`config.mk`:
```
export PLATFORM = sky130hd
export DESIGN_NAME = counter_2421_seq_ctrl
export DESIGN_NICKNAME = d
export VERILOG_FILES = /design/src/rtl/counter_2421_seq_ctrl.sv
export SDC_FILE = /design/constraint.sdc
export NUM_CORES = 1
export LEC_CHECK = 0
export ABC_AREA = 1
export CAP_MARGIN = 20
export CELL_PAD_IN_SITES_DETAIL_PLACEMENT = 2
export CELL_PAD_IN_SITES_GLOBAL_PLACEMENT = 2
export CORE_MARGIN = 2
export CORE_UTILIZATION = 21
export DETAILED_ROUTE_END_ITERATION = 10
export HOLD_SLACK_MARGIN = 0.1
export PLACE_DENSITY = 0.92
export SYNTH_ARGS = -nofsm -noshare
export SYNTH_HDL_FRONTEND = slang
export SYNTH_SLANG_ARGS = --single-unit
```
`constraint.sdc`:
```
create_clock -name clk -period 1.9 [get_ports clk]
set_input_delay 0.285 -clock clk [delete_from_list [all_inputs] [get_ports clk]]
set_output_delay 0.285 -clock clk [all_outputs]
set_load 0.05 [all_outputs]
```
`src/rtl/counter_2421_seq_ctrl.sv`:
```
// Run/stop/clear sequencer for a 2421 (Aiken) decade-counter cascade; define SEQ_ILLEGAL_CODE_CHECK_EN to add the ERR state.
// digit_x is combinational off registered state; digit_clr/wrap registered; no backpressure, commands sampled every clock.
module counter_2421_seq_ctrl #(
    parameter int NUM_DIGITS = 3,
    parameter int TICK_DIV   = 4,
    parameter int CNT_W      = 3
) (
    input  logic                    clk,
    input  logic                    rst,
    input  logic                    start,
    input  logic                    stop,
    input  logic                    clear,
    input  logic [4*NUM_DIGITS-1:0] target,
    input  logic [4*NUM_DIGITS-1:0] digit_z,
    output logic [NUM_DIGITS-1:0]   digit_x,
    output logic                    digit_clr,
    output logic                    busy,
    output logic                    done,
    output logic                    wrap,
    output logic [2:0]              state
);

    typedef enum logic [2:0] {
        S_IDLE  = 3'd0,
        S_CLEAR = 3'd1,
        S_RUN   = 3'd2,
        S_PAUSE = 3'd3,
        S_DONE  = 3'd4
`ifdef SEQ_ILLEGAL_CODE_CHECK_EN
        ,
        S_ERR   = 3'd5
`endif
    } state_t;

    localparam logic [CNT_W-1:0] TICK_LAST = CNT_W'(TICK_DIV - 1);

    state_t            state_r;
    state_t            state_nxt;
    logic [CNT_W-1:0]  presc_r;
    logic [CNT_W-1:0]  presc_nxt;
    logic              tick;
    logic              match;
    logic              all_nines;
    logic [NUM_DIGITS-1:0] nibble_max;

    for (genvar i = 0; i < NUM_DIGITS; i++) begin : g_nib
        assign nibble_max[i] = (digit_z[4*i +: 4] == 4'b1111);
    end

`ifdef SEQ_ILLEGAL_CODE_CHECK_EN
    logic [NUM_DIGITS-1:0] nibble_bad;
    logic                  illegal;

    // 0101..1010 are the six codes 2421 never produces
    for (genvar i = 0; i < NUM_DIGITS; i++) begin : g_bad
        assign nibble_bad[i] = (digit_z[4*i +: 4] >= 4'd5) && (digit_z[4*i +: 4] <= 4'd10);
    end
    assign illegal = |nibble_bad;
`endif

    assign tick      = (presc_r == TICK_LAST);
    assign match     = (digit_z == target);
    assign all_nines = &nibble_max;

    // A digit ripples when every lower digit sits at 9 (1111) on a live tick.
    always_comb begin
        digit_x = '0;
        if (state_r == S_RUN) begin
            digit_x[0] = tick & ~match;
            for (int i = 1; i < NUM_DIGITS; i++) begin
                digit_x[i] = digit_x[i-1] & nibble_max[i-1];
            end
        end
    end

    always_comb begin
        state_nxt = state_r;
        case (state_r)
            S_IDLE: begin
                if (clear) begin
                    state_nxt = S_CLEAR;
                end else if (start && !stop) begin
                    state_nxt = S_CLEAR;
                end
            end
            S_CLEAR: begin
                state_nxt = start ? S_RUN : S_IDLE;
            end
            S_RUN: begin
`ifdef SEQ_ILLEGAL_CODE_CHECK_EN
                if (illegal) begin
                    state_nxt = S_ERR;
                end else
`endif
                if (match) begin
                    state_nxt = S_DONE;
                end else if (stop) begin
                    state_nxt = S_PAUSE;
                end else if (clear) begin
                    state_nxt = S_CLEAR;
                end
            end
            S_PAUSE: begin
`ifdef SEQ_ILLEGAL_CODE_CHECK_EN
                if (illegal) begin
                    state_nxt = S_ERR;
                end else
`endif
                if (clear) begin
                    state_nxt = S_CLEAR;
                end else if (start && !stop) begin
                    state_nxt = S_RUN;
                end
            end
            S_DONE: begin
                if (clear) begin
                    state_nxt = S_CLEAR;
                end
            end
`ifdef SEQ_ILLEGAL_CODE_CHECK_EN
            S_ERR: begin
                if (clear) begin
                    state_nxt = S_CLEAR;
                end
            end
`endif
            default: state_nxt = S_IDLE;
        endcase
    end

    // Prescaler advances on every RUN cycle, including the one that leaves RUN,
    // so a resumed run picks up exactly where the paused phase left off.
    always_comb begin
        presc_nxt = presc_r;
        if (state_nxt == S_CLEAR) begin
            presc_nxt = '0;
        end else if (state_r == S_RUN) begin
            presc_nxt = tick ? '0 : presc_r + CNT_W'(1);
        end
    end

    always_ff @(posedge clk or negedge rst) begin
        if (!rst) begin
            state_r   <= S_IDLE;
            presc_r   <= '0;
            digit_clr <= 1'b0;
            wrap      <= 1'b0;
        end else begin
            state_r   <= state_nxt;
            presc_r   <= presc_nxt;
            digit_clr <= (state_nxt == S_CLEAR);
            if (state_nxt == S_CLEAR) begin
                wrap <= 1'b0;
            end else if (digit_x[0] && all_nines) begin
                wrap <= 1'b1;
            end
        end
    end

    assign busy  = (state_r == S_RUN);
    assign done  = (state_r == S_DONE);
    assign state = state_r;

endmodule

```
==> metrics.csv <==
stage,metric,value,unit
placement,GP Congestion,0.6884,
setup_path,max incr delay on CP,0.51,ns
cts,Clock Latency Late Sink,0.26,ns
placement,dpl ws,-0.1039,ns
routing,detailed-route via count,953,
grt,grt ovf,0,
sta,Final min period,1.927,ns
logic_synthesis,mapped cell area,763.2,µm²
setup_path,worst-path cell chain,"clkdlybuf4s50_1, inv_1, nand2_1, nand2_1, nand2_1, nor2_4, nand3_4, nand2_4, nor3_4, buf_12",
setup_path,crit-path most repeated cell,nand2_1,
logic_synthesis,"Seq/Total Area, Yosys",26.23,%
sta,worst clock skew,0.0001368,ns
setup_path,WP data arrival,1.64,ns
sta,RSZ-0062 raised after global routing,true,
logic_synthesis,number of distinct library cells after synthesis,23,
setup_path,Crit Path Category,input port to output port,
setup_path,WP data required,1.62,ns
pwr,Power Dens Cells,801.7,nW/µm²
cts,CTS sink cnt,8,
cts,Clock Tree Buf Depth,2,
floorplanning,Die Span Y,64.29,µm
sta,setup TNS,-0.02695,ns
routing,"wirelength, routed",3115,µm
logic_synthesis,Syn Inst Count,116,
floorplanning,Core Area,3416,µm²
layout,number of antenna diodes,0,
layout,Final Net Count,203,
worst_hold_path,hold crit path type,input port to async pin,
sta,Slew Limit Fails,0,
cts,CTS tree,done,
floorplanning,Initial Util,22.34,%
placement,placed cell count,207,
sta,Final WS setup,-0.02695,ns
cts,Inserted Clock Buffers,3,
setup_path,worst-path fanout max,3,
floorplanning,die width,64.29,µm
routing,# DRC,0,
sta,slew margin rel.,66.23,%
grt,maximum number of pins on one net before global-route repair,9,
sta,Worst Hold Slack,0.3125,ns
routing,Routed Antenna Nets,0,
cts,"CTS clk-pin slew, worst paths",0.06,ns
layout,Fillers,414,
sta,final worst path period share,101.4,%
cts,Hold Buf Count CTS,0,
grt,first-pass GRT wire length,5009,µm
layout,Final Instance Count excl. Fillers,218,
logic_synthesis,syn_nets,146,
routing,Pre-antenna DRT Iters,2,
routing,Iteration-0 DRC Markers,16,
sta,Worst Tran Pin Value,0.5049,ns
sta,Max Fclk,0.5190,GHz
logic_synthesis,"Warnings, synthesis",0,
routing,routed wire length per instance,14.29,µm
logic_synthesis,#FFs+latches synth,8,
pwr,worst vdd ir,258.3,µV
job,MaxCap Viol Count,0,
sta,Final Hold Violating Endpoints,0,
layout,layout cells sized above 1,30.81,%
setup_path,slowest CP cell,clkdlybuf4s50_1,
grt,total track usage,15.78,%
routing,vias per inst,4.372,
cts,H-tree levels,1,
outcome,failing checks,negative setup slack,
logic_synthesis,mean area per synthesized cell,6.580,µm²
outcome,status,"finished, violations left",
setup_path,FF-to-FF setup slack,0.41,ns
setup_path,endpoint class of the critical path,output port,
setup_path,CP bufs+invs,3,
grt,vias in the first global route,1128,
floorplanning,num ports,39,
cts,CTS root buffer,clkbuf_4,
placement,hpwl dp,2524,µm
pwr,Leakage Power,0.8149,nW
sta,# setup viols final,1,
layout,Area growth syn-to-layout,88.69,%
grt,initial antenna violation count,0,
setup_path,crit start category,input port,
placement,Buffers on Ports,38,
setup_path,cell type group with the largest total delay on the critical path,buffers and inverters,
floorplanning,Row Count,21,
floorplanning,die area,4133,µm²
worst reg2reg max path, cell delays in order (launching register included):
cell and delay, ns:
dfrtp_2 0.41, inv_2 0.08, buf_4 0.11, buf_4 0.10, nand2_1 0.08, nor2_1 0.16
a22oi_2 0.10, nand2_2 0.11, and2_4 0.18, nor2_2 0.05
per-layer routing:
metal,part of all wire [%],vias up,global-route usage [%],wire (µm)
met4,0.67,0,3.723,21
met5,0,-,0,0
li1,-,463,-,-
met3,4.6,2,2.993,142
met1,33,456,14.44,1043
met2,61,32,34.24,1908
cell type report:
type                            count  area (µm²)  share of cell area, %
Timing Repair Buffer               52       544.3                  37.79
Multi-Input combinational cell     80       503.0                  34.93
Sequential cell                     8       203.9                  14.16
Inverter                           28       105.1                  7.298
Tap cell                           46       57.56                  3.997
Clock buffer                        4       26.28                  1.825
logic make-up (layout without fill, tap and decap cells):
logic type | count (synthesis) | in the layout | share of synthesized area [%]
adders and majority gates | 1 | 1 | 1.639
AOI/OAI and AO/OA | 11 | 11 | 10.33
and+or+nand+nor | 64 | 64 | 43.44
DFF | 8 | 8 | 26.23
xor gates and xnor gates | 4 | 4 | 4.590
buffers and inverters | 28 | 84 | 13.77
registers in the layout, indices dropped and copies added, names as in the netlist:
name	flops
presc_r	3
state	3
digit_clr	1
wrap	1
worst paths after layout:
check / start / to / cells after the start
max in group asynchronous: rst / state[2]$_DFF_PN0_ / 1
worst min-delay path: rst / wrap$_DFFE_PN0P_ / 1
min in group clk: wrap$_DFFE_PN0P_ / wrap$_DFFE_PN0P_ / 2
worst min register to register: wrap$_DFFE_PN0P_ / wrap$_DFFE_PN0P_ / 2
worst max-delay path: digit_z[8] / digit_x[2] / 10
worst max register to register: state[1]$_DFF_PN0_ / presc_r[0]$_DFFE_PN0P_ / 9
where the power goes:
group	internal, mW	leakage [nW]	switching [mW]
clock	0.0806	0.0150	0.0621
sequential	0.220	0.102	0.0425
combinational	0.315	0.698	0.434
placed cells by master (no fill, tap or decap):
cell type        instances
and2_4                   1
buf_12                   3
o21ai_1                  2
inv_2                    5
a22oi_1                  2
inv_1                   23
nand2_2                  4
dlymetal6s2s_1          14
nor3_1                   3
clkbuf_4                 3
nor3_4                   3
xnor2_1                  3
nand2_1                 30
o21ai_0                  1
dfrtp_1                  5
a21oi_2                  3
nor2_2                   4
buf_4                   16
nor2_4                   4
dfrtp_2                  3
a21oi_1                  2
a22oi_2                  1
nand2_4                  1
clkdlybuf4s50_1         18
nand4_1                  3
nand3_1                  3
nor2_1                   7
xnor2_2                  1
dlygate4sd2_1            1
ha_1                     1
nand3_4                  1
clkbuf_1                 1
cell usage after synthesis:
library cell | n | area share, %
nand2_1 | 33 | 16
inv_1 | 23 | 11
dfrtp_1 | 8 | 26
nor2_1 | 8 | 3.9
inv_2 | 5 | 2.5
nor2_2 | 4 | 3.3
nor3_1 | 4 | 2.6
xnor2_1 | 4 | 4.6
a21oi_2 | 3 | 3.4
nand3_1 | 3 | 2.0
nand4_1 | 3 | 2.5
nor2_4 | 3 | 4.4
a21oi_1 | 2 | 1.3
a22oi_1 | 2 | 2.0
nand2_2 | 2 | 1.6
o21ai_1 | 2 | 1.3
a22oi_2 | 1 | 1.6
and2_4 | 1 | 1.1
ha_1 | 1 | 1.6
nand3_4 | 1 | 2.3
nor3_2 | 1 | 1.3
nor3_4 | 1 | 2.1
o21ai_0 | 1 | 0.66
per-stage QoR:
step                      area (µm²)  power [mW]  util [%]
after global placement          1304      0.8975     38.17
after global routing            1440       1.238     42.16
final                           1440       1.155     42.16
after detailed placement        1304      0.9510     38.17
after floorplan                788.3      0.6812         -
after CTS                       1385       1.143     40.55
what timing repair did:
action / CTS / global route
buffers inserted: 5 / 2
endpoints found under the setup margin: 3 / 4
cloned: 0 / 0
pin swaps: 4 / 8
gates resized for setup: 4 / 16
(Power assumes the default switching activity.)
